**src/rtl/order_msg_parser_if.sv**
```systemverilog
// order_msg_parser_if
//   Bundles the two handshake buses of the order message parser.
//   Stream side (TCP layer -> parser):
//     s_axis_tdata[31:0], s_axis_tvalid, s_axis_tlast  driven by the master
//     s_axis_tready                                    driven by the slave
//   Record side (parser -> matching engine):
//     m_ord_valid, m_ord_type, m_ord_id[31:0], m_ord_price[31:0],
//     m_ord_qty[23:0], m_ord_side                      driven by the slave
//     m_ord_ready                                      driven by the master
//   The master modport is the environment around the parser; the slave
//   modport is the parser itself.
interface order_msg_parser_if;
    logic [31:0] s_axis_tdata;
    logic        s_axis_tvalid;
    logic        s_axis_tready;
    logic        s_axis_tlast;
    logic        m_ord_valid;
    logic        m_ord_ready;
    logic        m_ord_type;
    logic [31:0] m_ord_id;
    logic [31:0] m_ord_price;
    logic [23:0] m_ord_qty;
    logic        m_ord_side;

    modport master (
        output s_axis_tdata, s_axis_tvalid, s_axis_tlast, m_ord_ready,
        input  s_axis_tready, m_ord_valid, m_ord_type, m_ord_id,
               m_ord_price, m_ord_qty, m_ord_side
    );

    modport slave (
        input  s_axis_tdata, s_axis_tvalid, s_axis_tlast, m_ord_ready,
        output s_axis_tready, m_ord_valid, m_ord_type, m_ord_id,
               m_ord_price, m_ord_qty, m_ord_side
    );
endinterface

```
**src/rtl/order_msg_parser.sv**
```systemverilog
// order_msg_parser
//   Parses the tlast-framed 32-bit application stream from the TCP layer into
//   fixed order records for the matching engine. Validates message type and
//   length, drops malformed messages and keeps saturating event counters.
//   Word layout: w0 {type, len, seq}; w1 order_id; NEW only: w2 price,
//   w3 {side, rsvd, qty}. len counts words including the header.
// Ports:
//   clk            single clock, rising edge
//   rst            asynchronous active-high reset
//   bus            order_msg_parser_if.slave (s_axis_* stream in, m_ord_* record out)
//   msg_count      records handed off (m_ord_valid & m_ord_ready)
//   err_count      malformed messages dropped
//   seq_gap_count  header sequence gaps seen on delivered records
// Configuration:
//   ORDER_PARSER_SEQ_CHECK_EN  when defined, tracks the expected header
//   sequence number and counts gaps; otherwise seq_gap_count is tied to 0.
module order_msg_parser #(
    parameter int unsigned CNT_W    = 16,
    parameter logic [7:0]  TYPE_NEW = 8'h4E,
    parameter logic [7:0]  TYPE_CXL = 8'h58
) (
    input  logic              clk,
    input  logic              rst,
    order_msg_parser_if.slave bus,
    output logic [CNT_W-1:0]  msg_count,
    output logic [CNT_W-1:0]  err_count,
    output logic [CNT_W-1:0]  seq_gap_count
);

    typedef enum logic [1:0] {
        ST_HDR,
        ST_BODY,
        ST_EMIT,
        ST_DROP
    } state_t;

    state_t             r_state;
    logic [1:0]         r_idx;
    logic [1:0]         r_last_idx;
    logic               r_valid;
    logic               r_type;
    logic [31:0]        r_id;
    logic [31:0]        r_price;
    logic [23:0]        r_qty;
    logic               r_side;
    logic [CNT_W-1:0]   r_msg_cnt;
    logic [CNT_W-1:0]   r_err_cnt;

    logic               w_xfer;
    logic               w_handshake;
    logic               w_is_new;
    logic               w_is_cxl;
    logic               w_hdr_ok;
    logic               w_final;

    function automatic logic [CNT_W-1:0] sat_inc(input logic [CNT_W-1:0] v);
        return (v == '1) ? v : v + CNT_W'(1);
    endfunction

    // Ready is decoded from state so the first cycle after reset already accepts.
    assign bus.s_axis_tready = ~rst & (r_state != ST_EMIT);

    assign w_xfer      = bus.s_axis_tvalid & bus.s_axis_tready;
    assign w_handshake = r_valid & bus.m_ord_ready;
    assign w_is_new    = (bus.s_axis_tdata[31:24] == TYPE_NEW) &&
                         (bus.s_axis_tdata[23:16] == 8'd4);
    assign w_is_cxl    = (bus.s_axis_tdata[31:24] == TYPE_CXL) &&
                         (bus.s_axis_tdata[23:16] == 8'd2);
    assign w_hdr_ok    = (w_is_new | w_is_cxl) & ~bus.s_axis_tlast;
    assign w_final     = (r_idx == r_last_idx);

    always_ff @(posedge clk or posedge rst) begin
        if (rst) begin
            r_state    <= ST_HDR;
            r_idx      <= '0;
            r_last_idx <= '0;
            r_valid    <= 1'b0;
            r_type     <= 1'b0;
            r_id       <= '0;
            r_price    <= '0;
            r_qty      <= '0;
            r_side     <= 1'b0;
            r_msg_cnt  <= '0;
            r_err_cnt  <= '0;
        end else begin
            case (r_state)
                ST_HDR: begin
                    if (w_xfer) begin
                        if (w_hdr_ok) begin
                            r_state    <= ST_BODY;
                            r_idx      <= 2'd1;
                            r_last_idx <= w_is_new ? 2'd3 : 2'd1;
                            r_type     <= w_is_cxl;
                            // Cancel records carry zero price/qty/side.
                            r_price    <= '0;
                            r_qty      <= '0;
                            r_side     <= 1'b0;
                        end else begin
                            r_err_cnt <= sat_inc(r_err_cnt);
                            r_state   <= bus.s_axis_tlast ? ST_HDR : ST_DROP;
                        end
                    end
                end
                ST_BODY: begin
                    if (w_xfer) begin
                        case (r_idx)
                            2'd1: r_id <= bus.s_axis_tdata;
                            2'd2: r_price <= bus.s_axis_tdata;
                            2'd3: begin
                                r_side <= bus.s_axis_tdata[31];
                                r_qty  <= bus.s_axis_tdata[23:0];
                            end
                            default: ;
                        endcase
                        if (w_final) begin
                            if (bus.s_axis_tlast) begin
                                r_valid <= 1'b1;
                                r_state <= ST_EMIT;
                            end else begin
                                r_err_cnt <= sat_inc(r_err_cnt);
                                r_state   <= ST_DROP;
                            end
                        end else if (bus.s_axis_tlast) begin
                            r_err_cnt <= sat_inc(r_err_cnt);
                            r_state   <= ST_HDR;
                        end else begin
                            r_idx <= r_idx + 2'd1;
                        end
                    end
                end
                ST_EMIT: begin
                    if (w_handshake) begin
                        r_valid   <= 1'b0;
                        r_msg_cnt <= sat_inc(r_msg_cnt);
                        r_state   <= ST_HDR;
                    end
                end
                ST_DROP: begin
                    if (w_xfer && bus.s_axis_tlast) begin
                        r_state <= ST_HDR;
                    end
                end
                default: r_state <= ST_HDR;
            endcase
        end
    end

    assign bus.m_ord_valid = r_valid;
    assign bus.m_ord_type  = r_type;
    assign bus.m_ord_id    = r_id;
    assign bus.m_ord_price = r_price;
    assign bus.m_ord_qty   = r_qty;
    assign bus.m_ord_side  = r_side;
    assign msg_count       = r_msg_cnt;
    assign err_count       = r_err_cnt;

`ifdef ORDER_PARSER_SEQ_CHECK_EN
    logic [15:0]      r_seq;
    logic [15:0]      r_exp_seq;
    logic             r_seq_init;
    logic [CNT_W-1:0] r_gap_cnt;

    // Only messages that reach the record output take part; dropped ones never
    // update the expected sequence.
    always_ff @(posedge clk or posedge rst) begin
        if (rst) begin
            r_seq      <= '0;
            r_exp_seq  <= '0;
            r_seq_init <= 1'b0;
            r_gap_cnt  <= '0;
        end else begin
            if ((r_state == ST_HDR) && w_xfer && w_hdr_ok) begin
                r_seq <= bus.s_axis_tdata[15:0];
            end
            if (w_handshake) begin
                r_seq_init <= 1'b1;
                if (r_seq_init && (r_seq != r_exp_seq)) begin
                    r_gap_cnt <= sat_inc(r_gap_cnt);
                end
                r_exp_seq <= r_seq + 16'd1;
            end
        end
    end

    assign seq_gap_count = r_gap_cnt;
`else
    assign seq_gap_count = '0;
`endif

endmodule
```
**src/flat_wrapper.sv**
```systemverilog
// flat-port wrapper written by rule: the top's interface ports become plain ports
module order_msg_parser_flat 
#(
    parameter int unsigned CNT_W    = 16,
    parameter logic [7:0]  TYPE_NEW = 8'h4E,
    parameter logic [7:0]  TYPE_CXL = 8'h58
)
  (clk, rst, msg_count, err_count, seq_gap_count, bus_s_axis_tdata, bus_s_axis_tvalid, bus_s_axis_tlast, bus_m_ord_ready, bus_s_axis_tready, bus_m_ord_valid, bus_m_ord_type, bus_m_ord_id, bus_m_ord_price, bus_m_ord_qty, bus_m_ord_side);
  order_msg_parser_if bus_i ();
  input  logic clk;
  input  logic rst;
  output logic [CNT_W-1:0] msg_count;
  output logic [CNT_W-1:0] err_count;
  output logic [CNT_W-1:0] seq_gap_count;
  input wire logic [$bits(bus_i.s_axis_tdata)-1:0] bus_s_axis_tdata;
  input wire logic [$bits(bus_i.s_axis_tvalid)-1:0] bus_s_axis_tvalid;
  input wire logic [$bits(bus_i.s_axis_tlast)-1:0] bus_s_axis_tlast;
  input wire logic [$bits(bus_i.m_ord_ready)-1:0] bus_m_ord_ready;
  output wire logic [$bits(bus_i.s_axis_tready)-1:0] bus_s_axis_tready;
  output wire logic [$bits(bus_i.m_ord_valid)-1:0] bus_m_ord_valid;
  output wire logic [$bits(bus_i.m_ord_type)-1:0] bus_m_ord_type;
  output wire logic [$bits(bus_i.m_ord_id)-1:0] bus_m_ord_id;
  output wire logic [$bits(bus_i.m_ord_price)-1:0] bus_m_ord_price;
  output wire logic [$bits(bus_i.m_ord_qty)-1:0] bus_m_ord_qty;
  output wire logic [$bits(bus_i.m_ord_side)-1:0] bus_m_ord_side;
  assign bus_i.s_axis_tdata = bus_s_axis_tdata;
  assign bus_i.s_axis_tvalid = bus_s_axis_tvalid;
  assign bus_i.s_axis_tlast = bus_s_axis_tlast;
  assign bus_i.m_ord_ready = bus_m_ord_ready;
  assign bus_s_axis_tready = bus_i.s_axis_tready;
  assign bus_m_ord_valid = bus_i.m_ord_valid;
  assign bus_m_ord_type = bus_i.m_ord_type;
  assign bus_m_ord_id = bus_i.m_ord_id;
  assign bus_m_ord_price = bus_i.m_ord_price;
  assign bus_m_ord_qty = bus_i.m_ord_qty;
  assign bus_m_ord_side = bus_i.m_ord_side;
  order_msg_parser #(.CNT_W(CNT_W), .TYPE_NEW(TYPE_NEW), .TYPE_CXL(TYPE_CXL)) u_core (.clk(clk), .rst(rst), .bus(bus_i), .msg_count(msg_count), .err_count(err_count), .seq_gap_count(seq_gap_count));
endmodule
```
**config.mk**
```make
export PLATFORM = sky130hd
export DESIGN_NAME = order_msg_parser_flat
export DESIGN_NICKNAME = d
export VERILOG_FILES = /design/src/rtl/order_msg_parser_if.sv /design/src/rtl/order_msg_parser.sv /design/src/flat_wrapper.sv
export SDC_FILE = /design/constraint.sdc
export NUM_CORES = 1
export LEC_CHECK = 0
export CAP_MARGIN = 20
export CORE_MARGIN = 1.5
export CORE_UTILIZATION = 47
export CTS_CLUSTER_SIZE = 14
export DETAILED_ROUTE_END_ITERATION = 16
export GPL_ROUTABILITY_DRIVEN = 0
export PLACE_DENSITY = 0.81
export SLEW_MARGIN = 20
export SYNTH_ARGS = -nofsm -noshare
export SYNTH_HDL_FRONTEND = slang
export SYNTH_SLANG_ARGS = --single-unit
export TNS_END_PERCENT = 100
```
**constraint.sdc**
```tcl
create_clock -name clk -period 5.4 [get_ports clk]
set_input_delay 1.08 -clock clk [delete_from_list [all_inputs] [get_ports clk]]
set_output_delay 1.08 -clock clk [all_outputs]
set_load 0.02 [all_outputs]
```
# --- Word level (Yosys, flattened, before mapping) ---
# Cells that the tools add are included.
totals:
  ram_bits: 0
  wordCells: 110
  out_inout_bits: 140
  register_bits: 129
  latch_bits: 0
  input_bits: 37
  mem_bits_ro: 0
  n_memories: 0
op_classes:
  add_sub_neg: 3
  n_eq_ne: 28
  n_reduce_logical: 15
  div_mod_pow: 0
  muxes: 45
  magnitude_cmp: 0
  n_mul: 0
  n_shift: 0
  n_bitwise: 8
op_table:
  columns: ["operator", "count"]
  rows:
  - ["two-way mux 32 bit", 4]
  - ["two-way mux 16 bit", 7]
  - ["two-way mux 24 bit", 4]
  - ["case mux 32 bit (2 select lines)", 1]
  - ["case mux 24 bit (2 select lines)", 1]
  - ["adder 16 x 1 -> 16 bit (second input constant)", 2]
  - ["== test 16 bit (second input constant)", 2]
  - ["case mux 16 bit (2 select lines)", 1]
  - ["two-way mux 2 bit", 14]
  - ["AND reduction 5 bit", 4]
  - ["== test 8 x 7 -> 1 bit (second input constant)", 2]
  - ["!= test 2 bit (second input constant)", 7]
  - ["!= test 2 x 1 -> 1 bit (second input constant)", 6]
  - ["AND reduction 6 bit", 2]
  - ["two-way mux 1 bit", 9]
  - ["AND reduction 3 bit", 3]
  - ["== test 2 bit (second input constant)", 4]
  - ["== test 8 x 2 -> 1 bit (second input constant)", 1]
  - ["== test 8 x 3 -> 1 bit (second input constant)", 1]
  - ["case mux 2 bit (4 select lines)", 1]
  - ["bitwise AND 1 bit", 4]
  - ["== test 2 x 1 -> 1 bit (second input constant)", 2]
  - ["case mux 1 bit (2 select lines)", 2]
  - ["case mux 2 bit (2 select lines)", 1]
  - ["other kinds (9)", 14]

# --- Depth between registers and ports, before layout ---
depth:
  depth_word: 7
  mapped_depth: 7
  depth_no_buf: 6

# --- Worst setup path after synthesis ---
# OpenSTA, ideal clock, no wires.
synth_path:
  path_type: "input port to output port"
  from: "in rst"
  to: "out bus_s_axis_tready"
  slack_ns: 2.900
  stages: 1
  required_ns: 4.320
  path_buffers: 0
  t_arrival_ns: 1.420
  path_cell_list: "a21oi_1"
synth_via:
  elab_chain_len: 2
synth_rtl:
  columns: ["element", "line", "rtl"]
  rows:
  - ["from (decl)", "flat_wrapper.sv:11", "input logic rst;"]
  - ["inverter 1 bit", "order_msg_parser.sv:61", "assign bus.s_axis_tready = ~rst & (r_state != ST_EMIT);"]
  - ["bitwise AND 1 bit", "order_msg_parser.sv:61", null]
  - ["to (decl)", "flat_wrapper.sv:19", "output wire logic [$bits(bus_i.s_axis_tready)-1:0] bus_s_axis_tready;"]
# Every way passes these cells.

# --- Worst setup path after layout ---
# Ends and elaborated chain as after synthesis.

==> impl_metrics.env <==
export IMPL_cts_htree_levels=4
export IMPL_synth_compound_area_share=0.116
export IMPL_mappedNetlistArea_sq_um=5570
export IMPL_max_clock_path_buffers=2
export IMPL_crit_required_ns=4.32
export IMPL_tritoncts="yes"
export IMPL_postRouteAntennaNets=0
export IMPL_die_w_um=112
export IMPL_yosys_warnings=0
export IMPL_max_vdd_ir_drop_mv=0.347
export IMPL_netlist_area_leader_share=0.580
export IMPL_initial_antenna_violation_count=0
export IMPL_grt_first_pass_wirelength_mm=22.4
export IMPL_hold_path_cell_count=1
export IMPL_finalHoldViolCount=0
export IMPL_dpl_hpwl_mm=9.39
export IMPL_min_to="u_core.r_last_idx[0]"
export IMPL_fin_setup_tns_ns=0
export IMPL_cts_post_setup_buffers_inserted=0
export IMPL_ys_dominant_reg_cell="sky130_fd_sc_hd__dfrtp_1"
export IMPL_largest_family_of_logic_cells_by_synthesized_area="simple AND/OR/NAND/NOR gates"
export IMPL_power_density_nw_per_um2=551
export IMPL_num_vias=4197
export IMPL_area_delta_synth_final_pct=40.7
export IMPL_dieArea_sq_um=12500
export IMPL_drt_initial_drc_count=201
export IMPL_synth_seq_area_share=0.580
export IMPL_p_leak_nw=3.56
export IMPL_clkSinkCount=129
export IMPL_layout_nets=636
export IMPL_ys_async_sr_fraction=1.00
export IMPL_clock_insertion_delay_at_the_later_pin_of_the_skew_report_ns=0.41
export IMPL_period_needed_ns=3.49
export IMPL_crit_path_max_fanout=4
export IMPL_chipHeight_um=112
export IMPL_routedWlPerCell_um=18.6
export IMPL_proportion_of_synthesized_area_in_mux_cells=0.0771
export IMPL_clk_transition_reported_paths_ns=0.05
export IMPL_postLayoutSetupSlackWorst_ns=1.91
export IMPL_tightest_slew_ns=0.990
export IMPL_cts_repair_resize_count=0
export IMPL_final_max_slew_viol_count=0
export IMPL_final_period_utilization=0.646
export IMPL_run_status="finished, final reports clean"
export IMPL_netlist_top_cells_count="sky130_fd_sc_hd__dfrtp_1, sky130_fd_sc_hd__a22o_1, sky130_fd_sc_hd__xor2_1"
export IMPL_cell_count_after_synthesis=432
export IMPL_vias_in_the_first_global_route=4233
export IMPL_timing_rr_end="u_core.err_count[1]"
export IMPL_grt_start_max_net_pins=84
export IMPL_fmax_mhz=287
export IMPL_r2r_worst_path_cells=5
export IMPL_grt_total_usage=0.228
export IMPL_worst_r2r_setup_slack_ns=2.96
export IMPL_biggest_area_consumer_among_synthesized_cells="sky130_fd_sc_hd__dfrtp_1"
export IMPL_worst_setup_path_start_kind="primary input"
export IMPL_number_of_synthesized_register_bits=129
export IMPL_num_antenna_cells=0
export IMPL_viasPerCell=5.60
export IMPL_setup_violations=0
export IMPL_worst_ep_arrival_time_ns=2.41
export IMPL_design_core_area_sq_um=11500
export IMPL_yosysMostFrequentCell="sky130_fd_sc_hd__dfrtp_1"
export IMPL_synth_enable_flop_cells=0
export IMPL_worst_slew_slack_as_a_fraction_of_its_limit=0.327
export IMPL_criticalPathCategory="in -> out"
export IMPL_hp_class="reg -> reg"
export IMPL_post_synth_fa_ha_maj_area_fraction=0.0112
export IMPL_clock_root_buffer_master="sky130_fd_sc_hd__clkbuf_16"
export IMPL_cts_buffers=17
export IMPL_timing_clock_skew_ns=0.00871
export IMPL_yosys_top_cells_area="sky130_fd_sc_hd__dfrtp_1, sky130_fd_sc_hd__a22o_1, sky130_fd_sc_hd__mux2_2"
export IMPL_reg2reg_from="u_core.r_state[0]"
export IMPL_start_util=0.486
export IMPL_route_final_wire_length_mm=13.9
export IMPL_core_rowCount=39
export IMPL_timing_max_cap_violations=0
export IMPL_synthSimpleGateAreaFrac=0.123
export IMPL_cts_hold_buf=0
export IMPL_synthesized_area_per_cell_sq_um=12.9
export IMPL_final_hold_worst_slack_ns=0.492
export IMPL_rsz0062_at_grt="no"
export IMPL_synth_lib_cells_used_distinct=51
export IMPL_drtPass1Iterations=4
export IMPL_grt_overflow_total=0
export IMPL_critPathCaptureType="primary output"
export IMPL_drive_above_1_share=0.138
export IMPL_hold_path_startpoint="u_core.r_last_idx[0]"
export IMPL_post_synth_xor_area_fraction=0.0472
export IMPL_port_buffers=160
export IMPL_number_of_remaining_drc_errors=0
export IMPL_placement_setup_worst_slack_ns=1.67
export IMPL_io_pins=177
## where the power goes
group,switching [mW],internal (mW)
clock network,0.450,0.645
registers,0.261,1.30
logic,0.811,0.843
## logic make-up (layout without fill, tap and decap cells)
kind of cell,Yosys count,count (layout)
other,1,16
AOI/OAI and AO/OA,79,79
muxes,37,37
DFF,129,129
buffers and inverters,46,206
xor gates and xnor gates,30,30
adders and majority gates,5,5
and+or+nand+nor,105,105
## critical path, stage by stage
cell                              delay (ns)
sky130_fd_sc_hd__clkdlybuf4s50_1        0.54
sky130_fd_sc_hd__a21oi_1                0.17
sky130_fd_sc_hd__clkdlybuf4s50_1        0.62
## per-stage QoR
stage                     std cells  total power, mW   util  instance area, sq um
after global placement          718             3.18  0.632                  7250
final                           750             4.31  0.683                  7830
after global routing            750             4.51  0.683                  7830
after detailed placement        718             3.22  0.633                  7260
after floorplan                 447             2.38      -                  5620
after CTS                       750             4.34  0.683                  7830
## worst max path at each step
stage	end	slack (ns)	start
6_report	bus_s_axis_tready	1.91	rst
5_1_grt	bus_s_axis_tready	1.88	rst
4_1_cts	bus_s_axis_tready	1.95	rst
3_5_place_dp	u_core.bus.m_ord_id[21]	1.67	rst
3_3_place_gp	u_core.bus.m_ord_id[18]	1.80	rst
2_1_floorplan	u_core.bus.m_ord_id[0]	0.88	rst
## area by class of cell
type | instances | area [sq um]
Inverter | 9 | 38.8
Clock inverter | 15 | 146
Timing Repair Buffer | 165 | 1640
Fill cell | 814 | 3630
Tap cell | 143 | 179
Sequential cell | 129 | 3230
Multi-Input combinational cell | 272 | 2180
Clock buffer | 17 | 425
## routing by layer
metal | vias to the layer above | global-route usage | wire [um]
met5 | - | 0 | 0
met4 | 0 | 0.0684 | 131
met3 | 10 | 0.0811 | 1210
met2 | 189 | 0.347 | 6570
met1 | 2105 | 0.310 | 6010
li1 | 1893 | - | -
## placed cells by master (no fill, tap or decap), drive strengths merged, types with 3 or more instances in the layout
cell type / instances
ha: 5
a21oi: 4
mux2: 34
mux2i: 3
dfrtp: 129
nor2: 16
nor3: 6
clkbuf: 17
buf: 5
and2: 4
xnor2: 6
inv: 16
clkinv: 5
xor2: 24
nand4: 12
and3: 3
nand2: 13
clkdlybuf4s50: 160
nand3: 16
nor4: 16
nor2b: 5
o21ai: 7
a22o: 58
conb: 16
o21a: 3
and4bb: 3
## registers in the layout, summed over array words and instances, names as in the netlist
register and count:
u_core.bus.m_ord_side 1, u_core.msg_count 16, u_core.r_state 2, u_core.r_idx 2
u_core.bus.m_ord_type 1, u_core.bus.m_ord_qty 24, u_core.bus.m_ord_id 32, u_core.bus.m_ord_valid 1
u_core.err_count 16, u_core.bus.m_ord_price 32, u_core.r_last_idx 2
Note: power is estimated with default switching activity, not from simulation.
